<file path="src/rtl/keypad_lock_ctrl.sv">
// Digital-lock entry controller: debounces keypad scanner codes on a slow tick,
// assembles an NDIG-digit code and runs the check/open/lockout sequence.
module keypad_lock_ctrl #(
    parameter int NDIG       = 4,
    parameter int TICK_DIV   = 12500,
    parameter int DEB        = 4,
    parameter int MAX_FAIL   = 3,
    parameter int OPEN_TICKS = 2000,
    parameter int LOCK_TICKS = 8000
) (
    input  logic              clk,
    input  logic              rst,
    input  logic [3:0]        key_data,
    input  logic              key_star,
    input  logic              key_hash,
    input  logic [4*NDIG-1:0] secret,
    output logic [4*NDIG-1:0] entry,
    output logic [2:0]        digit_cnt,
    output logic              unlock,
    output logic              fail_pulse,
    output logic              locked,
    output logic [2:0]        state_o
);

    typedef enum logic [2:0] {
        S_IDLE    = 3'd0,
        S_ENTRY   = 3'd1,
        S_CHECK   = 3'd2,
        S_OPEN    = 3'd3,
        S_LOCKOUT = 3'd4
    } state_t;

    localparam int          SW         = $clog2(DEB + 1);
    localparam logic [15:0] TICK_MAX   = 16'(TICK_DIV - 1);
    localparam logic [15:0] OPEN_MAX   = 16'(OPEN_TICKS - 1);
    localparam logic [15:0] LOCK_MAX   = 16'(LOCK_TICKS - 1);
    localparam logic [SW-1:0] DEB_C    = SW'(DEB);
    localparam logic [SW-1:0] DEB_M1   = SW'(DEB - 1);
    localparam logic [2:0]  NDIG_C     = 3'(NDIG);
    localparam logic [2:0]  MAX_FAIL_C = 3'(MAX_FAIL);
    localparam logic [3:0]  CODE_STAR  = 4'hE;
    localparam logic [3:0]  CODE_HASH  = 4'hF;

    logic [15:0]       r_tick_cnt;
    logic              w_tick;
    logic [3:0]        w_raw;
    logic [3:0]        r_cand;
    logic [SW-1:0]     r_stab;
    logic              r_armed;
    logic              w_settle;
    logic              w_event;

    state_t            r_state, w_state_nxt;
    logic [4*NDIG-1:0] r_entry, w_entry_nxt;
    logic [2:0]        r_digit_cnt, w_cnt_nxt;
    logic [2:0]        r_fail_cnt, w_fail_nxt, w_fail_inc;
    logic [15:0]       r_timer, w_timer_nxt;
    logic              w_fail_pulse;
    logic              w_is_digit;
    logic              w_match;

    assign w_tick = (r_tick_cnt == TICK_MAX);

    always_ff @(posedge clk or negedge rst) begin
        if (!rst)        r_tick_cnt <= '0;
        else if (w_tick) r_tick_cnt <= '0;
        else             r_tick_cnt <= r_tick_cnt + 16'd1;
    end

    always_comb begin
        w_raw = key_data;
        if (key_star)      w_raw = CODE_STAR;
        else if (key_hash) w_raw = CODE_HASH;
    end

    // The event fires on the tick where stab steps DEB-1 -> DEB; armed
    // re-arms only after a released (code 0) sample settles the same way.
    assign w_settle = w_tick && (w_raw == r_cand) && (r_stab == DEB_M1);
    assign w_event  = w_settle && (r_cand != 4'h0) && r_armed;

    always_ff @(posedge clk or negedge rst) begin
        if (!rst) begin
            r_cand  <= '0;
            r_stab  <= '0;
            r_armed <= 1'b0;
        end else if (w_tick) begin
            if (w_raw != r_cand) begin
                r_cand <= w_raw;
                r_stab <= '0;
            end else if (r_stab != DEB_C) begin
                r_stab <= r_stab + 1'b1;
            end
            if (w_event)                          r_armed <= 1'b0;
            else if (w_settle && r_cand == 4'h0) r_armed <= 1'b1;
        end
    end

    assign w_is_digit = (r_cand != CODE_STAR) && (r_cand != CODE_HASH);
    assign w_match    = (r_digit_cnt == NDIG_C) && (r_entry == secret);
    assign w_fail_inc = (r_fail_cnt < MAX_FAIL_C) ? r_fail_cnt + 3'd1 : r_fail_cnt;

    always_ff @(posedge clk or negedge rst) begin
        if (!rst) begin
            r_state     <= S_IDLE;
            r_entry     <= '0;
            r_digit_cnt <= '0;
            r_fail_cnt  <= '0;
            r_timer     <= '0;
        end else begin
            r_state     <= w_state_nxt;
            r_entry     <= w_entry_nxt;
            r_digit_cnt <= w_cnt_nxt;
            r_fail_cnt  <= w_fail_nxt;
            r_timer     <= w_timer_nxt;
        end
    end

    always_comb begin
        w_state_nxt  = r_state;
        w_entry_nxt  = r_entry;
        w_cnt_nxt    = r_digit_cnt;
        w_fail_nxt   = r_fail_cnt;
        w_timer_nxt  = r_timer;
        w_fail_pulse = 1'b0;
        case (r_state)
            S_IDLE: begin
                if (w_event && w_is_digit) begin
                    w_entry_nxt = {{(4*NDIG-4){1'b0}}, r_cand};
                    w_cnt_nxt   = 3'd1;
                    w_state_nxt = S_ENTRY;
                end
            end
            S_ENTRY: begin
                if (w_event) begin
                    if (r_cand == CODE_STAR) begin
                        w_entry_nxt = '0;
                        w_cnt_nxt   = '0;
                        w_state_nxt = S_IDLE;
                    end else if (r_cand == CODE_HASH) begin
                        w_state_nxt = S_CHECK;
                    end else if (r_digit_cnt < NDIG_C) begin
                        w_entry_nxt = {r_entry[4*NDIG-5:0], r_cand};
                        w_cnt_nxt   = r_digit_cnt + 3'd1;
                    end
                end
            end
            S_CHECK: begin
                w_entry_nxt = '0;
                w_cnt_nxt   = '0;
                w_timer_nxt = '0;
                if (w_match) begin
                    w_fail_nxt  = '0;
                    w_state_nxt = S_OPEN;
                end else begin
                    w_fail_pulse = 1'b1;
                    w_fail_nxt   = w_fail_inc;
                    w_state_nxt  = (w_fail_inc == MAX_FAIL_C) ? S_LOCKOUT : S_IDLE;
                end
            end
            S_OPEN: begin
                if (w_event && r_cand == CODE_STAR) begin
                    w_state_nxt = S_IDLE;
                end else if (w_tick) begin
                    if (r_timer == OPEN_MAX) w_state_nxt = S_IDLE;
                    else                     w_timer_nxt = r_timer + 16'd1;
                end
            end
            S_LOCKOUT: begin
                if (w_tick) begin
                    if (r_timer == LOCK_MAX) begin
                        w_fail_nxt  = '0;
                        w_state_nxt = S_IDLE;
                    end else begin
                        w_timer_nxt = r_timer + 16'd1;
                    end
                end
            end
            default: w_state_nxt = S_IDLE;
        endcase
    end

    assign entry      = r_entry;
    assign digit_cnt  = r_digit_cnt;
    assign unlock     = (r_state == S_OPEN);
    assign locked     = (r_state == S_LOCKOUT);
    assign fail_pulse = w_fail_pulse;
    assign state_o    = r_state;

endmodule

</file>
<file path="config.mk">
export PLATFORM = sky130hd
export DESIGN_NAME = keypad_lock_ctrl
export DESIGN_NICKNAME = d
export VERILOG_FILES = /design/src/rtl/keypad_lock_ctrl.sv
export SDC_FILE = /design/constraint.sdc
export NUM_CORES = 1
export LEC_CHECK = 0
export ABC_AREA = 1
export CORE_UTILIZATION = 43
export DETAILED_ROUTE_END_ITERATION = 7
export PLACE_DENSITY = 0.6
export SYNTH_ARGS = -nofsm -noshare
export SYNTH_HDL_FRONTEND = slang
export SYNTH_SLANG_ARGS = --single-unit
</file>
<file path="constraint.sdc">
create_clock -name clk -period 2.2 [get_ports clk]
set_input_delay 0.44 -clock clk [delete_from_list [all_inputs] [get_ports clk]]
set_output_delay 0.44 -clock clk [all_outputs]
set_load 0.01 [all_outputs]
</file>
==> impl_summary.log <==
[metrics] status: completed
[metrics] post-layout instance area: 0.00524 mm2
[metrics] startpoint type of the worst setup path: flip-flop
[metrics] footprint of the multi-input gates: 0.00213 mm2
[metrics] number of warnings issued by yosys: 0
[metrics] via count of the first global-routing pass: 3729
[metrics] initial cell density of the core: 44.3%
[metrics] number of DRC violations after detailed-routing iteration 0: 101
[metrics] count of endpoints failing setup in the final report: 0
[metrics] core outline area: 0.00924 mm2
[metrics] post-synthesis net count: 606
[metrics] flops & latches, synth: 65
[metrics] number of enable flip-flop cells after synthesis: 0
[metrics] global-route usage over all layers: 21.2%
[metrics] tightest slew margin relative to the limit: 73.4%
[metrics] # nets final: 692
[metrics] final setup slack of the worst path: 48.6 ps
[metrics] maximum resistive drop on vdd: 0.385 mV
[metrics] Slew Limit Fails: 0
[metrics] routed wirelength normalized by instance count: 12.1 um
[metrics] Final Cycle Share: 97.8%
[metrics] final sum of negative setup slack: 0 ps
[metrics] Power Total: 2.39 mW
[metrics] die width: 99.6 um
[metrics] slew of the pin with the lowest slew margin: 398 ps
[metrics] Fmax achieved: 465 MHz
[metrics] Cell Area, Placed: 0.00493 mm2
[metrics] DR vias: 3868
[metrics] busiest metal layer after global routing: met2
[metrics] category of the worst setup path capture point: primary output
[metrics] share of cells above drive strength 1: 13.7%
[metrics] maxcap violations: 0
[metrics] syn avg cell area: 7.13 um2
[metrics] Via density: 4.88
[metrics] Post-Route Skew: 8.63 ps
[metrics] leakage dissipation: 2.68 nW
[metrics] Placement Rows: 35
[metrics] pre-CTS worst setup slack: -381 ps
[metrics] Netlist Area Pre-Place: 0.00409 mm2
[metrics] first-pass GRT wire length: 16800 um
[metrics] GRT overflow: 0
[metrics] post-synth top area cell: dfrtp_1
[metrics] non-filler instance count after layout: 793
[metrics] number of placed cells counting well taps: 774
[metrics] class of the most critical setup path: reg2out
[metrics] count of nets left with antenna violations after detail routing: 0
[metrics] RSZ-0062 raised after global routing: yes
[metrics] area taken by flip-flops and latches: 0.00163 mm2
[metrics] master cell of the clock root buffer: clkbuf_8
[metrics] vertical die dimension: 99.6 um
[metrics] data arrival at the endpoint of the critical path: 1710 ps
[metrics] Post-synth top flop: dfrtp_1
[metrics] DPL Wire Length: 7140 um
[metrics] Port Buffer Count: 48
[metrics] worst min-delay path class: in2async
[metrics] count of TritonRoute iterations in the first routing pass: 4
[metrics] antenna diode count: 0
[metrics] GR met3 Demand/Resource: 3.44%
[metrics] GR Layer Usage met2: 35.5%
[metrics] CTS Buffer Depth: 2
[metrics] ranking of synthesized cells by area: dfrtp_1, nand2_1, inv_1, nand3_1, nor2_1
[metrics] insertion delay to the later sink of the worst-skew pair: 340 ps
[metrics] CTS tree: built
[metrics] Clk pin slew, worst setup/hold paths: 70 ps
[metrics] biggest fanout along the worst timing path: 4
[metrics] fin crit period: 2150 ps
[metrics] sinks on the clock net: 65
[metrics] fraction of synthesis flops using an asynchronous set or reset pin: 100%
[metrics] die area: 0.00991 mm2
[metrics] area share of the largest cell type after synthesis: 39.7%
[metrics] WP data required: 1760 ps
[metrics] Seq/Total Area, Yosys: 39.7%
[metrics] synthesized instance count: 574
[metrics] number of library cell types mapped by synthesis: 37
[metrics] final routed DRC violation total: 0
[metrics] Routed Wire Length: 9610 um
[metrics] largest net degree at the start of global routing: 66
[metrics] number of antenna violations at the first check in global routing: 0
[metrics] I/O pin count: 49
[metrics] PD cells: 456 mW/mm2
[metrics] Synth-to-Final Area Change: 28.1%
[metrics] met1 Use GR: 27.8%
[metrics] total count of hold-check failures in the final report: 0
[metrics] final weighted congestion in routability-driven placement: 0.895
[metrics] Clock H-tree levels: 3
[metrics] Filler cells: 918
[metrics] number of clock buffers inserted by TritonCTS: 9
[placed cells by master, fill, tap and decap left out, types with 8 or more instances in the layout]
cell type and n:
o21ai_1 9, nor2_1 58, nand4_1 13, clkdlybuf4s50_1 38, clkbuf_8 13, buf_4 35, nand3_1 48, nor3_1 8
inv_1 79, o21ai_0 29, nand2_1 165, dfrtp_1 63, a21oi_1 9, xor2_1 15
[critical path, cell delays in order (launching register included)]
cell	delay (ps)
dfrtp_1	430
nor3_2	340
clkdlybuf4s50_1	600
[routing by layer]
metal	part of all wire, %	wire length, um
met1	47	4570
met2	47	4530
met3	3.7	359
met4	1.6	157
met5	0	0
[registers in the layout (all words and copies together), names as in the netlist]
name / flops
entry: 16
r_tick_cnt: 16
r_timer: 16
r_cand: 4
digit_cnt: 3
r_fail_cnt: 3
r_stab: 3
state_o: 3
r_armed: 1
[path summary, 6_finish.rpt]
check | slack (ps) | startpoint | to | depth (start not counted)
min in group clk | 480 | r_timer[15] | r_timer[15] | 2
max in group asynchronous | 1800 | rst | state_o[0] | 2
setup / recovery | 50 | state_o[1] | locked | 2
hold / removal | 90 | rst | r_cand[3] | 2
setup reg to reg | 180 | r_tick_cnt[0] | entry[15] | 13
hold reg to reg | 480 | r_timer[15] | r_timer[15] | 2
[metrics by stage]
| stage | hold slack (ps) | utilization (%) |
|---|---|---|
| 3_5_place_dp | 455 | 53.3 |
| 5_1_grt | 144 | 56.7 |
| 2_1_floorplan | 144 | - |
| 6_report | 90.8 | 56.7 |
| 4_1_cts | 108 | 55.7 |
| 3_3_place_gp | 451 | 53.3 |
[logic make-up after synthesis]
| family | synth area share [%] |
|---|---|
| compound gates | 7.49 |
| xor+xnor | 4.07 |
| fa+ha+maj | 2.45 |
| buf+inv | 9.42 |
| flops | 39.7 |
| mux | 0.825 |
| simple gates | 36.0 |
[cell type report]
class | instances | share of cell area, %
Tap cell | 129 | 3.08
Inverter | 83 | 5.94
Sequential cell | 65 | 31.1
Clock buffer | 13 | 3.41
Timing Repair Buffer | 85 | 15.2
Clock inverter | 2 | 0.668
Multi-Input combinational cell | 416 | 40.6
[cell usage after synthesis, drive strengths merged, types with 2 or more instances]
| cell | number |
|---|---|
| nand3b | 4 |
| o21ai | 38 |
| nand3 | 49 |
| dfrtp | 65 |
| clkbuf | 3 |
| nor2 | 68 |
| nor3b | 3 |
| xor2 | 15 |
| nand2 | 172 |
| ha | 8 |
| xnor2 | 4 |
| a21oi | 10 |
| o22ai | 2 |
| a211oi | 2 |
| inv | 83 |
| mux2 | 3 |
| nor3 | 12 |
| nand4 | 13 |
| nor4 | 7 |
| buf | 7 |
| or2 | 2 |
[power breakdown]
part / leakage [nW] / internal (mW) / total [mW] / switching (mW)
clock: 0.112 / 0.640 / 1.10 / 0.456
sequential: 0.765 / 1.19 / 1.19 / 0
combinational: 1.80 / 0.0499 / 0.100 / 0.0504
total: 2.68 / 1.88 / 2.39 / 0.506
[repair_timing]
item / CTS / global route
resized for setup: 7 / 25
hold endpoints to repair: 0 / 0
hold buffers: 0 / 0
pin swaps: 2 / 12
endpoints found under the setup margin: 2 / 40
buffers inserted: 1 / 3
gates cloned: 0 / 0
Power figures use the tool's default switching activity.
